`src/rtl/alk_muldiv_seq.sv`:
```
// Multiply/divide step sequencer: counts ALU iteration steps and flags loop, fix and done phases.
// Latency: N steps (8/16/32) + optional divide restore cycle + one DONE cycle; outputs registered.
// Backpressure: stall_h freezes state and step count (except DONE); abort_h returns to IDLE at once.
module alk_muldiv_seq (
    input  logic       clk,
    input  logic       reset_l,
    input  logic       start_h,
    input  logic       op_div_h,
    input  logic [1:0] dsize_h,
    input  logic       c32_in_h,
    input  logic       stall_h,
    input  logic       abort_h,
    output logic       busy_h,
    output logic       loopf_h,
    output logic       alpctl_mul_l,
    output logic       alpctl_mul_group_h,
    output logic [5:0] step_cnt_h,
    output logic       last_step_h,
    output logic       div_fix_h,
    output logic       done_h
);

    typedef enum logic [2:0] {
        S_IDLE     = 3'd0,
        S_MUL_LOOP = 3'd1,
        S_DIV_LOOP = 3'd2,
        S_DIV_FIX  = 3'd3,
        S_DONE     = 3'd4
    } state_t;

    state_t     r_state;
    logic [5:0] r_cnt;
    logic       r_busy;
    logic       r_loopf;
    logic       r_mul_l;
    logic       r_mul_group;
    logic       r_last;
    logic       r_fix;
    logic       r_done;

    state_t     w_nxt_state;
    logic [5:0] w_nxt_cnt;
    logic [5:0] w_load_cnt;
    logic       w_nxt_loop;

    // Step count loaded at start: byte, word, long (size code 11 behaves as long)
    always_comb begin
        case (dsize_h)
            2'b00:   w_load_cnt = 6'd8;
            2'b01:   w_load_cnt = 6'd16;
            default: w_load_cnt = 6'd32;
        endcase
    end

    // Next state and count; abort wins over everything, stall freezes all but DONE
    always_comb begin
        w_nxt_state = r_state;
        w_nxt_cnt   = r_cnt;
        if (abort_h) begin
            w_nxt_state = S_IDLE;
            w_nxt_cnt   = 6'd0;
        end else begin
            case (r_state)
                S_IDLE: begin
                    if (start_h && !stall_h) begin
                        w_nxt_state = op_div_h ? S_DIV_LOOP : S_MUL_LOOP;
                        w_nxt_cnt   = w_load_cnt;
                    end
                end
                S_MUL_LOOP, S_DIV_LOOP: begin
                    if (!stall_h) begin
                        if (r_cnt > 6'd1) begin
                            w_nxt_cnt = r_cnt - 6'd1;
                        end else begin
                            w_nxt_cnt = 6'd0;
                            // Divide with no carry out on the final step needs a remainder restore
                            if (r_state == S_DIV_LOOP && !c32_in_h) begin
                                w_nxt_state = S_DIV_FIX;
                            end else begin
                                w_nxt_state = S_DONE;
                            end
                        end
                    end
                end
                S_DIV_FIX: begin
                    if (!stall_h) begin
                        w_nxt_state = S_DONE;
                    end
                end
                S_DONE: begin
                    w_nxt_state = S_IDLE;
                    w_nxt_cnt   = 6'd0;
                end
                default: begin
                    w_nxt_state = S_IDLE;
                    w_nxt_cnt   = 6'd0;
                end
            endcase
        end
    end

    assign w_nxt_loop = (w_nxt_state == S_MUL_LOOP) || (w_nxt_state == S_DIV_LOOP);

    // State, counter and outputs registered together so outputs never see inputs combinationally
    always_ff @(posedge clk or negedge reset_l) begin
        if (!reset_l) begin
            r_state     <= S_IDLE;
            r_cnt       <= 6'd0;
            r_busy      <= 1'b0;
            r_loopf     <= 1'b0;
            r_mul_l     <= 1'b1;
            r_mul_group <= 1'b0;
            r_last      <= 1'b0;
            r_fix       <= 1'b0;
            r_done      <= 1'b0;
        end else begin
            r_state     <= w_nxt_state;
            r_cnt       <= w_nxt_cnt;
            r_busy      <= (w_nxt_state != S_IDLE);
            r_loopf     <= w_nxt_loop;
            r_mul_l     <= (w_nxt_state != S_MUL_LOOP);
            r_mul_group <= (w_nxt_state == S_DIV_LOOP) || (w_nxt_state == S_DIV_FIX);
            r_last      <= w_nxt_loop && (w_nxt_cnt == 6'd1);
            r_fix       <= (w_nxt_state == S_DIV_FIX);
            r_done      <= (w_nxt_state == S_DONE);
        end
    end

    assign busy_h             = r_busy;
    assign loopf_h            = r_loopf;
    assign alpctl_mul_l       = r_mul_l;
    assign alpctl_mul_group_h = r_mul_group;
    assign step_cnt_h         = r_cnt;
    assign last_step_h        = r_last;
    assign div_fix_h          = r_fix;
    assign done_h             = r_done;

endmodule

```
`config.mk`:
```
export PLATFORM = sky130hd
export DESIGN_NAME = alk_muldiv_seq
export DESIGN_NICKNAME = d
export VERILOG_FILES = /design/src/rtl/alk_muldiv_seq.sv
export SDC_FILE = /design/constraint.sdc
export NUM_CORES = 1
export LEC_CHECK = 0
export BUFFER_PORTS_ARGS = -buffer_cell sky130_fd_sc_hd__buf_2
export CAP_MARGIN = 20
export CORE_MARGIN = 1
export CORE_UTILIZATION = 52
export DETAILED_ROUTE_END_ITERATION = 10
export PLACE_DENSITY = 0.77
export SYNTH_ARGS = -nofsm -noshare
export SYNTH_HDL_FRONTEND = slang
export SYNTH_SLANG_ARGS = --single-unit
```
`constraint.sdc`:
```
create_clock -name clk -period 2.49 [get_ports clk]
set_input_delay 0.498 -clock clk [delete_from_list [all_inputs] [get_ports clk]]
set_output_delay 0.498 -clock clk [all_outputs]
set_load 0.01 [all_outputs]
```
==> run summary <==
die width - 45.5 um
Crit. path cell count - 5
worst skew pair latency - 0.29 ns
1st-pass router iterations - 4
Die Area - 2070 um2
Max Slew Vio Count - 0
crit path DAT - 2.51 ns
final setup vio count - 0
clock sinks - 16
clock period minus worst slack - 2.31 ns
Worst slew margin - 60.9%
Final #Nets - 140
CP delay by family, top - simple AND/OR/NAND/NOR gates
Int Power - 403 uW
CTS H-tree depth - 1
CP startpoint kind - flop
combinational fraction of design power - 19.5%
crit share post-route - 92.7%
fillcell total - 161
std cell rows - 15
TritonCTS Buffers - 3
status - finished, final reports clean
Critical Path Max Stage Delay - 0.70 ns
ANT cells - 0
min-delay worst type - in -> async
syn_nets - 119
EDFF count, synth - 0
sequential cell area fraction in the yosys report - 40.8%
CP required - 2.69 ns
pin count of the biggest net entering global routing - 17
Vias - 896
CP Max Fanout - 7
crit path buf inv count - 0
setup_tns - 0 ns
total grt overflow - 0
CTS Buffer Depth - 2
via density per instance - 5.86
GPL Wtd Cong - 0.848
post-route cell area - 1140 um2
TritonCTS clock tree - built
Antenna Violating Nets Remaining - 0
Yosys warnings - 0
total power - 566 uW
worst reg2reg setup slack - 0.18 ns
Tightest Pin Transition - 0.581 ns
DIE HEIGHT - 45.5 um
DR WL/cell - 14.0 um
Sequential Power Share - 49.5%
Worst-path clk slew - 0.10 ns
final hold viol count - 0
initial antenna violation count - 0
unrepaired setup endpoints after global routing - no
most common flop cell mapped by yosys - dfrtp_1
most common cell after layout, fill and taps aside - buf_2
IO Pins - 22
Crit Path Category - reg -> reg
first-pass GRT wire length - 3.55 mm
initial core utilization - 56.4%
final design utilization - 65.4%
Worst Reg-to-Reg Cells - 5
placed inst area - 1100 um2
CTS root buf - clkbuf_4
Total Routing Usage GR - 24.4%
layout cells sized above 1 - 26.6%
switch share - 28.8%
crit-path cells - or4_1 > o311a_4 > a221oi_2 > nand4_1 > nor4b_2
Clock power frac - 31.1%
most frequent cells in the layout - 21 x buf_2, 15 x dfrtp_1, 12 x nor2_1
Post-Syn Area per Cell - 9.12 um2
Area Growth Syn to Fin - 16.0%
post-synthesis cell area - 985 um2
WL final - 2.14 mm
Slowest cell on crit path - or4_1
Synth Register Bits - 16
Leak - 0.555 nW
vias in the first global route - 828
fmax - 433 MHz
crit path capture type - flop
Hold Slack - 0.0911 ns
Peak supply drop - 315 uV
Max Cap Viol - 0
DP HPWL - 1.60 mm
net load switching power - 163 uW
post-synth cell types - 42
Hold Buf Count CTS - 0
initial drt markers - 36
Final Skew - 0.00881 ns
number of remaining DRC errors - 0
# port buffers - 21
cells after synthesis - 108
Post-synth ARST share - 100%
PwrDens - 495 nW/um2
total core area - 1750 um2
power by group through the flow:
stage | sequential, mW | clock, mW | combinational [mW]
2_1_floorplan | 0.285 | 0 | 0.0737
3_3_place_gp | 0.284 | 0 | 0.106
3_5_place_dp | 0.285 | 0 | 0.108
4_1_cts | 0.280 | 0.183 | 0.109
5_1_grt | 0.282 | 0.189 | 0.123
6_report | 0.280 | 0.176 | 0.110
per-layer routing:
| layer | vias to the layer above | track usage, % | part of all wire (%) |
|---|---|---|---|
| met2 | 32 | 40.9 | 48 |
| met1 | 413 | 30.5 | 45 |
| li1 | 441 | - | - |
| met4 | 0 | 13.9 | 2.9 |
| met5 | - | 0 | 0 |
| met3 | 10 | 2.38 | 3.8 |
flip-flops by register name, indices dropped and copies added (netlist names):
register / cells
alpctl_mul_l: 1
step_cnt_h: 6
done_h: 1
last_step_h: 1
div_fix_h: 1
alpctl_mul_group_h: 1
busy_h: 1
r_state: 3
loopf_h: 1
synth_stat cells, drive strengths merged, types with 2 or more instances:
library cell	number	area share, %
a21oi	11	5.6
nor2b	4	2.5
nor2	12	4.6
clkbuf	3	1.1
nor4	2	1.3
o31a	2	1.8
nand2	4	1.5
dfrtp	15	38
and2	2	1.3
or2	4	2.5
inv	5	1.9
nand4	2	1.3
buf	2	1.0
o31ai	2	1.5
or4	3	2.3
a221oi	2	2.4
a31oi	2	1.3
nand3	4	2.0
o21ai	2	1.0
nor4b	2	2.4
a211oi	2	1.5
ha	2	2.5
o2111ai	2	1.8
or3	2	1.3
through the flow:
stage,setup WS [ns],instances
after floorplan,0.340,108
after global placement,0.220,149
after detailed placement,0.137,149
after CTS,0.140,153
after global routing,0.00634,153
final,0.181,153
area by class of cell:
| cell class | instances | area [um2] | area share [%] |
|---|---|---|---|
| Timing Repair Buffer | 21 | 105 | 9.20 |
| Multi-Input combinational cell | 82 | 549 | 48.1 |
| Clock buffer | 4 | 36.3 | 3.18 |
| Inverter | 5 | 18.8 | 1.64 |
| Sequential cell | 16 | 402 | 35.2 |
| Tap cell | 25 | 31.3 | 2.74 |
cells by family after synthesis:
| group | share of synthesized area, % |
|---|---|
| AOI/OAI and AO/OA | 23.3 |
| DFF | 40.8 |
| muxes | 1.14 |
| and+or+nand+nor | 26.4 |
| buffers and inverters | 4.07 |
| xor gates and xnor gates | 1.78 |
| adders and majority gates | 2.54 |
final timing paths:
check / start / to
min in group clk: abort_h / done_h
setup / recovery: step_cnt_h[4] / last_step_h
max in group asynchronous: reset_l / alpctl_mul_l
hold / removal: reset_l / step_cnt_h[2]
hold reg to reg: r_state[2] / done_h
setup reg to reg: step_cnt_h[4] / last_step_h
timing repair:
item,CTS,global route
buffers inserted,0,0
resized for setup,0,1
endpoints found under the setup margin,0,1
No activity file was read; power rests on OpenSTA's default activity.
